<file path="config.mk">
export PLATFORM = sky130hd
export DESIGN_NAME = table_rom_arbiter
export DESIGN_NICKNAME = d
export VERILOG_FILES = /design/src/rtl/table_rom_arbiter.sv
export SDC_FILE = /design/constraint.sdc
export NUM_CORES = 1
export LEC_CHECK = 0
export CAP_MARGIN = 20
export CORE_UTILIZATION = 38
export DETAILED_ROUTE_END_ITERATION = 8
export PLACE_DENSITY = 0.9
export SLEW_MARGIN = 40
export SYNTH_ARGS = -nofsm -noshare
export SYNTH_HDL_FRONTEND = slang
export SYNTH_SLANG_ARGS = --single-unit
</file>
<file path="constraint.sdc">
create_clock -name pixel_clk_in -period 2.16 [get_ports pixel_clk_in]
set_input_delay 0.432 -clock pixel_clk_in [delete_from_list [all_inputs] [get_ports pixel_clk_in]]
set_output_delay 0.432 -clock pixel_clk_in [all_outputs]
set_load 0.005 [all_outputs]
</file>
<file path="src/rtl/table_rom_arbiter.sv">
// table_rom_arbiter: shares the image-ROM -> palette read path among N_REQ
// requesters. Round-robin grant, one ROM read per cycle, fixed-latency return
// routed back to the issuing requester by a tag shift register.
// Optional build macro: TABLE_ROM_ARB_PRIORITY0_EN gives requester 0 strict
// priority; the rest share the leftover cycles round-robin.
module table_rom_arbiter #(
  parameter int N_REQ       = 4,
  parameter int ADDR_WIDTH  = 17,
  parameter int DATA_WIDTH  = 12,
  parameter int ROM_LATENCY = 2
) (
  input  logic                        pixel_clk_in,
  input  logic                        rst_in,
  input  logic [N_REQ-1:0]            req_in,
  input  logic [N_REQ*ADDR_WIDTH-1:0] addr_in,
  output logic [N_REQ-1:0]            grant_out,
  output logic [ADDR_WIDTH-1:0]       rom_addr_out,
  output logic                        rom_en_out,
  input  logic [DATA_WIDTH-1:0]       rom_data_in,
  output logic [N_REQ-1:0]            valid_out,
  output logic [DATA_WIDTH-1:0]       data_out
);

  localparam int IDX_W = $clog2(N_REQ);
`ifdef TABLE_ROM_ARB_PRIORITY0_EN
  localparam logic [IDX_W-1:0] PTR_RST = IDX_W'(1);
`else
  localparam logic [IDX_W-1:0] PTR_RST = '0;
`endif

  logic [IDX_W-1:0]                  ptr;
  logic [IDX_W-1:0]                  gnt_idx;
  logic                              gnt_any;
  logic [ADDR_WIDTH-1:0]             gnt_addr;
  logic [ROM_LATENCY:0]              vld_pipe;
  logic [ROM_LATENCY:0][IDX_W-1:0]   tag_pipe;
  logic [N_REQ-1:0]                  ret_oh;

  // Pick the first requesting index at or after ptr (rotating search).
  always_comb begin
    int t;
    t       = 0;
    gnt_any = 1'b0;
    gnt_idx = '0;
`ifdef TABLE_ROM_ARB_PRIORITY0_EN
    if (req_in[0]) begin
      gnt_any = 1'b1;
    end else begin
      // ptr lives in 1..N_REQ-1; rotate over that sub-range only
      for (int k = 0; k < N_REQ-1; k++) begin
        t = int'(ptr) - 1 + k;
        if (t >= N_REQ-1) t = t - (N_REQ-1);
        t = t + 1;
        if (!gnt_any && req_in[t]) begin
          gnt_any = 1'b1;
          gnt_idx = IDX_W'(t);
        end
      end
    end
`else
    for (int k = 0; k < N_REQ; k++) begin
      t = int'(ptr) + k;
      if (t >= N_REQ) t = t - N_REQ;
      if (!gnt_any && req_in[t]) begin
        gnt_any = 1'b1;
        gnt_idx = IDX_W'(t);
      end
    end
`endif
    // no handshake may complete in a reset cycle
    if (rst_in) gnt_any = 1'b0;
  end

  // Decode grant index to one-hot and select the winner's address.
  always_comb begin
    grant_out = '0;
    if (gnt_any) grant_out[gnt_idx] = 1'b1;
    gnt_addr = addr_in[gnt_idx*ADDR_WIDTH +: ADDR_WIDTH];
  end

  // Rotate pointer past the winner; register the ROM address and enable.
  always_ff @(posedge pixel_clk_in) begin
    if (rst_in) begin
      ptr          <= PTR_RST;
      rom_addr_out <= '0;
      rom_en_out   <= 1'b0;
    end else begin
      rom_en_out <= gnt_any;
      if (gnt_any) rom_addr_out <= gnt_addr;
`ifdef TABLE_ROM_ARB_PRIORITY0_EN
      if (gnt_any && gnt_idx != '0)
        ptr <= (gnt_idx == IDX_W'(N_REQ-1)) ? IDX_W'(1) : gnt_idx + IDX_W'(1);
`else
      if (gnt_any)
        ptr <= (gnt_idx == IDX_W'(N_REQ-1)) ? '0 : gnt_idx + IDX_W'(1);
`endif
    end
  end

  // Tag pipeline: stage ROM_LATENCY lines up with rom_data_in for that read.
  always_ff @(posedge pixel_clk_in) begin
    if (rst_in) begin
      vld_pipe <= '0;
      tag_pipe <= '0;
    end else begin
      vld_pipe <= {vld_pipe[ROM_LATENCY-1:0], gnt_any};
      tag_pipe <= {tag_pipe[ROM_LATENCY-1:0], gnt_idx};
    end
  end

  // Route the returning tag to a one-hot valid.
  always_comb begin
    ret_oh = '0;
    if (vld_pipe[ROM_LATENCY]) ret_oh[tag_pipe[ROM_LATENCY]] = 1'b1;
  end

  // Register the return; data holds when nothing is returning.
  always_ff @(posedge pixel_clk_in) begin
    if (rst_in) begin
      valid_out <= '0;
      data_out  <= '0;
    end else begin
      valid_out <= ret_oh;
      if (vld_pipe[ROM_LATENCY]) data_out <= rom_data_in;
    end
  end

endmodule

</file>
---- Word level (Yosys, flattened, before mapping) ----
Cells that the tools add are included.
storage, ports and cells
  register bits ........................... 45
  input bits .............................. 86
  output and inout bits ................... 38
operators by class
  $add $sub $neg .......................... 8
  multiply operators ...................... 1
  magnitude comparators ................... 12
  equality and inequality tests ........... 1
  shift-type cells ........................ 1
  multiplexer cells ....................... 31
  bitwise operators ....................... 1
  reductions and logical operators ........ 9
operators with widths
  operator             number
  $lt 32x4->1 const B  4
  $mux 32              4
  $shiftx 68x8->17     1
  $mux 1               15
  $sub 3x3->4 const B  3
  $mux 2               5
  $ge 3x3->1 const B   3
  $bmux 1 s2           4
  $mul 2x5->7 const B  1
  $add 2x2->3 const B  2
  $lt 2x3->1 const B   2
  $logic_and 1x1->1    5
  $demux 1 s2          2
  $ge 2x1->1 const B   2
  $mux 4               1
  $sub 2x3->4 const B  1
  $add 2x1->3 const B  1
  $ge 2x3->1 const B   1
  $logic_not 1->1      3
  $add 2x1->2 const B  1
  $eq 2x2->1 const B   1
  $reduce_or 2->1      1
  $not 1->1            1

---- Logic depth before layout (Yosys ltp) ----
  depth after elaboration ................. 20
  gate-level depth with buffers ........... 8

---- Worst setup path before layout ----
Ideal clock, no wire load.
  path type ............................... reg2out
  from .................................... reg ptr[1]
  to ...................................... out grant_out[1]
  arrival time ............................ 1.469 ns
  data required time ...................... 1.728 ns
  setup slack ............................. 0.259 ns
  stages on the path, launching flop included .. 8
  path buffers ............................ 3
  cells stage by stage .................... dfxtp_1 buf_6 mux2i_1 nor2_1 or3b_1 buf_2 buf_6 nor3_1
on the way
  cells in the longest elaborated chain, start to end .. 20
RTL lines
  item                                                  RTL line  source
  start, declared                                       31        logic [IDX_W-1:0] ptr;
  start signal, assigned                                95        ptr <= (gnt_idx == IDX_W'(N_REQ-1)) ? '0 : gnt_idx + IDX_W'(1);
  branches (longest 19 deep; another with $sub 3x3->4)  -
  $mux 4 (*)                                            77        if (gnt_any) grant_out[gnt_idx] = 1'b1;
  end, declared                                         16        output logic [N_REQ-1:0] grant_out,
Every way passes the cells marked *. The select of a mux whose other input is x is not followed.

---- Final worst setup path ----
  from .................................... reg ptr[1]
  to ...................................... out grant_out[0]
Same word-level chain as after synthesis.

==> results.json <==
{
  "criticalPathCategory": "register to output pin",
  "crit_slowest_cell": "or3b_4",
  "grt_pass1_wl_um": 10900,
  "io_pins": 124,
  "grt_overflow_total": 0,
  "drcViolationCount": 0,
  "syn-num-nets": 321,
  "async_flop_share_pct": 0,
  "outcome": "finished, violations left",
  "crit_path_max_incr_delay_ns": 0.42,
  "post-route-period-util_pct": 101,
  "seq_area_um2": 885,
  "cp_max_fo": 4,
  "ys_ff_latch": 44,
  "fillers": 474,
  "finalSetupViolations": 2,
  "clkLatencyLatePin_ns": 0.30,
  "synth_edf_count": 0,
  "synth.area.top_cells": "dfxtp_1 (40%), and2_1 (9.7%), a221oi_2 (8.9%), a221oi_1 (8.4%), mux2i_1 (5.9%)",
  "layout_setup_ws_ns": -0.0229,
  "yosysMostFrequentCell": "dfxtp_1",
  "fp.dieH_um": 78.0,
  "synth.avg_cell_area_um2": 9.35,
  "place_congestion": 0.813,
  "instances_no_fill": 439,
  "peakVddDrop_mv": 0.312,
  "worstSetupStartpointType": "register",
  "synth_seq_area_share_pct": 40.1,
  "dp_hpwl_um": 4900,
  "timing.slew.headroom_pct": 71.1,
  "powerDensity_mw_per_mm2": 653,
  "syn-cell-area_mm2": 0.00220,
  "n_antenna_cell": 0,
  "clk_path_buf_depth": 2,
  "r2r_start": "ptr[1]",
  "fp.coreArea_mm2": 0.00554,
  "violations": "negative setup slack",
  "vias": 2368,
  "yosys_warnings": 0,
  "worst_pin_slew_ns": 0.434,
  "hold_buffers": 0,
  "maxCapViolCount": 0,
  "path_clk_slew_ns": 0.09,
  "grt_antenna_before_repair": 0,
  "wl_per_cell_um": 15.3,
  "grt_pass1_vias": 2328,
  "post-place-ws_ns": -0.791,
  "synth_common_cells": "dfxtp_1 (44), and2_1 (34), a221oi_1 (21), nor2_1 (21), nand2_1 (20)",
  "worstPathArrival_ns": 1.75,
  "endpoint_kind": "output pin",
  "die_w_um": 78.0,
  "grt_start_max_net_pins": 35,
  "slew_viol_final": 0,
  "drtIter0Drc": 88,
  "hold_viol_final": 0,
  "grt_usage_pct": 22.7,
  "rsz0062_at_grt": "true",
  "synth_top_cell_area_share_pct": 40.1,
  "die_area_mm2": 0.00609,
  "row_count": 27,
  "drt-vias-per-instance": 5.39,
  "p_leak_nw": 1.40,
  "clock_skew_ns": 0.0102,
  "nets": 452,
  "syn_inst": 235,
  "initial_utilization_pct": 39.7,
  "drtAntennaViolNets": 0,
  "numCtsBuffers": 5,
  "io_buffers": 123,
  "fin_crit_ns": 2.18,
  "dr.pass1.iters": 4,
  "cts_tree": "done",
  "yosysTopAreaCell": "dfxtp_1",
  "areaGrowthSynthToFinish_pct": 69.7,
  "fmax_ghz": 0.458,
  "critical_path_required_ns": 1.73,
  "ys.flop_type": "dfxtp_1",
  "worstHoldPathType": "register to register",
  "path_cells": "mux2i_1, nor2_1, or3b_4, buf_8, nand2_4, nor2_1, buf_2",
  "cp_common_cell": "nor2_1",
  "clock-root-buffer": "clkbuf_8",
  "multi_input_area_mm2": 0.00123,
  "synth.distinct_cells": 29,
  "crit_path_start": "ptr[1]",
  "drive_above_1_share_pct": 16.6,
  "cts_htree_levels": 2,
  "wirelength_um": 6730,
  "cts.sinks": 44,
  "place_inst": 428,
  "hp-start": "vld_pipe[1]"
}
flip-flops by register name, summed over array words and instances, names as in the netlist:
register / count
rom_addr_out: 17
tag_pipe: 6
data_out: 12
valid_out: 4
vld_pipe: 3
ptr: 2
report_power, final:
| part | total, mW | switching (mW) | internal (mW) |
|---|---|---|---|
| Combinational | 0.845 | 0.364 | 0.481 |
| Clock | 0.648 | 0.300 | 0.348 |
| Sequential | 0.941 | 0.0463 | 0.895 |
| Total | 2.43 | 0.710 | 1.72 |
final timing paths:
check / end / slack, ns / cells past startpoint
min reg2reg: vld_pipe[2] / 0.45 / 1
max: grant_out[0] / -0.02 / 7
max reg2reg: rom_addr_out[4] / 0.18 / 7
min: vld_pipe[2] / 0.45 / 1
routing by layer:
layer / global-route usage [%] / share of wire (%) / routed length (um) / up-vias
met2: 42.3 / 50 / 3350 / 103
met4: 8.33 / 1.9 / 129 / 0
met5: 0 / 0 / 0 / -
met3: 5.00 / 6.8 / 461 / 14
li1: - / - / - / 1121
met1: 24.9 / 41 / 2790 / 1130
worst max-delay path, delay by kind of cell, from the launching register on:
family	cells	cell delay (ns)
and+or+nand+nor	4	0.62
buffers and inverters	2	0.26
muxes	1	0.19
DFF	1	0.37
placed cells by master (no fill, tap or decap), drive strengths merged:
cell type / instances
or4: 1
a21oi: 4
nor2b: 7
o22a: 1
buf: 27
o21a: 1
clkbuf: 7
nor2: 21
nor3: 2
nand3: 1
clkdlybuf4s15: 1
o22ai: 1
o31ai: 17
nand2b: 2
nor3b: 1
dfxtp: 44
clkinv: 2
xnor2: 1
bufinv: 1
nor4: 1
nand2: 20
and2: 34
a221oi: 34
o21ai: 1
mux2i: 13
clkdlybuf4s50: 115
inv: 3
and3: 1
or3b: 1
and3b: 1
dlygate4sd2: 1
layout make-up:
cell class	count	share of cell area (%)
clock buffer	5	1.85
clock inverter	3	1.28
inverter	3	0.302
multi-input combinational	166	33.0
sequential	44	23.7
tap	72	2.42
timing repair buffer	146	37.5
through the flow:
stage	util (%)	area [um^2]	hold slack (ns)	TNS, ns	total power, mW
global route	67.3	3730	0.442	-0.129	2.55
finish	67.3	3730	0.452	-0.0433	2.43
CTS	67.4	3740	0.437	-0.0278	2.45
global placement	64.4	3570	0.418	-7.49	1.75
floorplan	-	2200	0.414	0	1.36
detailed placement	64.4	3570	0.428	-9.09	1.77
what timing repair did:
item / in CTS / in global routing
buffers inserted: 3 / 0
pin swaps: 5 / 2
gates resized for setup: 37 / 3
endpoints found under the setup margin: 16 / 4
logic make-up (layout without fill, tap and decap cells):
| kind of cell | after synthesis | count (layout) | synth area share (%) |
|---|---|---|---|
| AOI/OAI and AO/OA | 59 | 59 | 25.2 |
| xor gates and xnor gates | 1 | 1 | 0.399 |
| buffers and inverters | 25 | 157 | 6.38 |
| DFF | 44 | 44 | 40.1 |
| muxes | 13 | 13 | 5.92 |
| and+or+nand+nor | 93 | 93 | 22.0 |
Power figures use the tool's default switching activity.
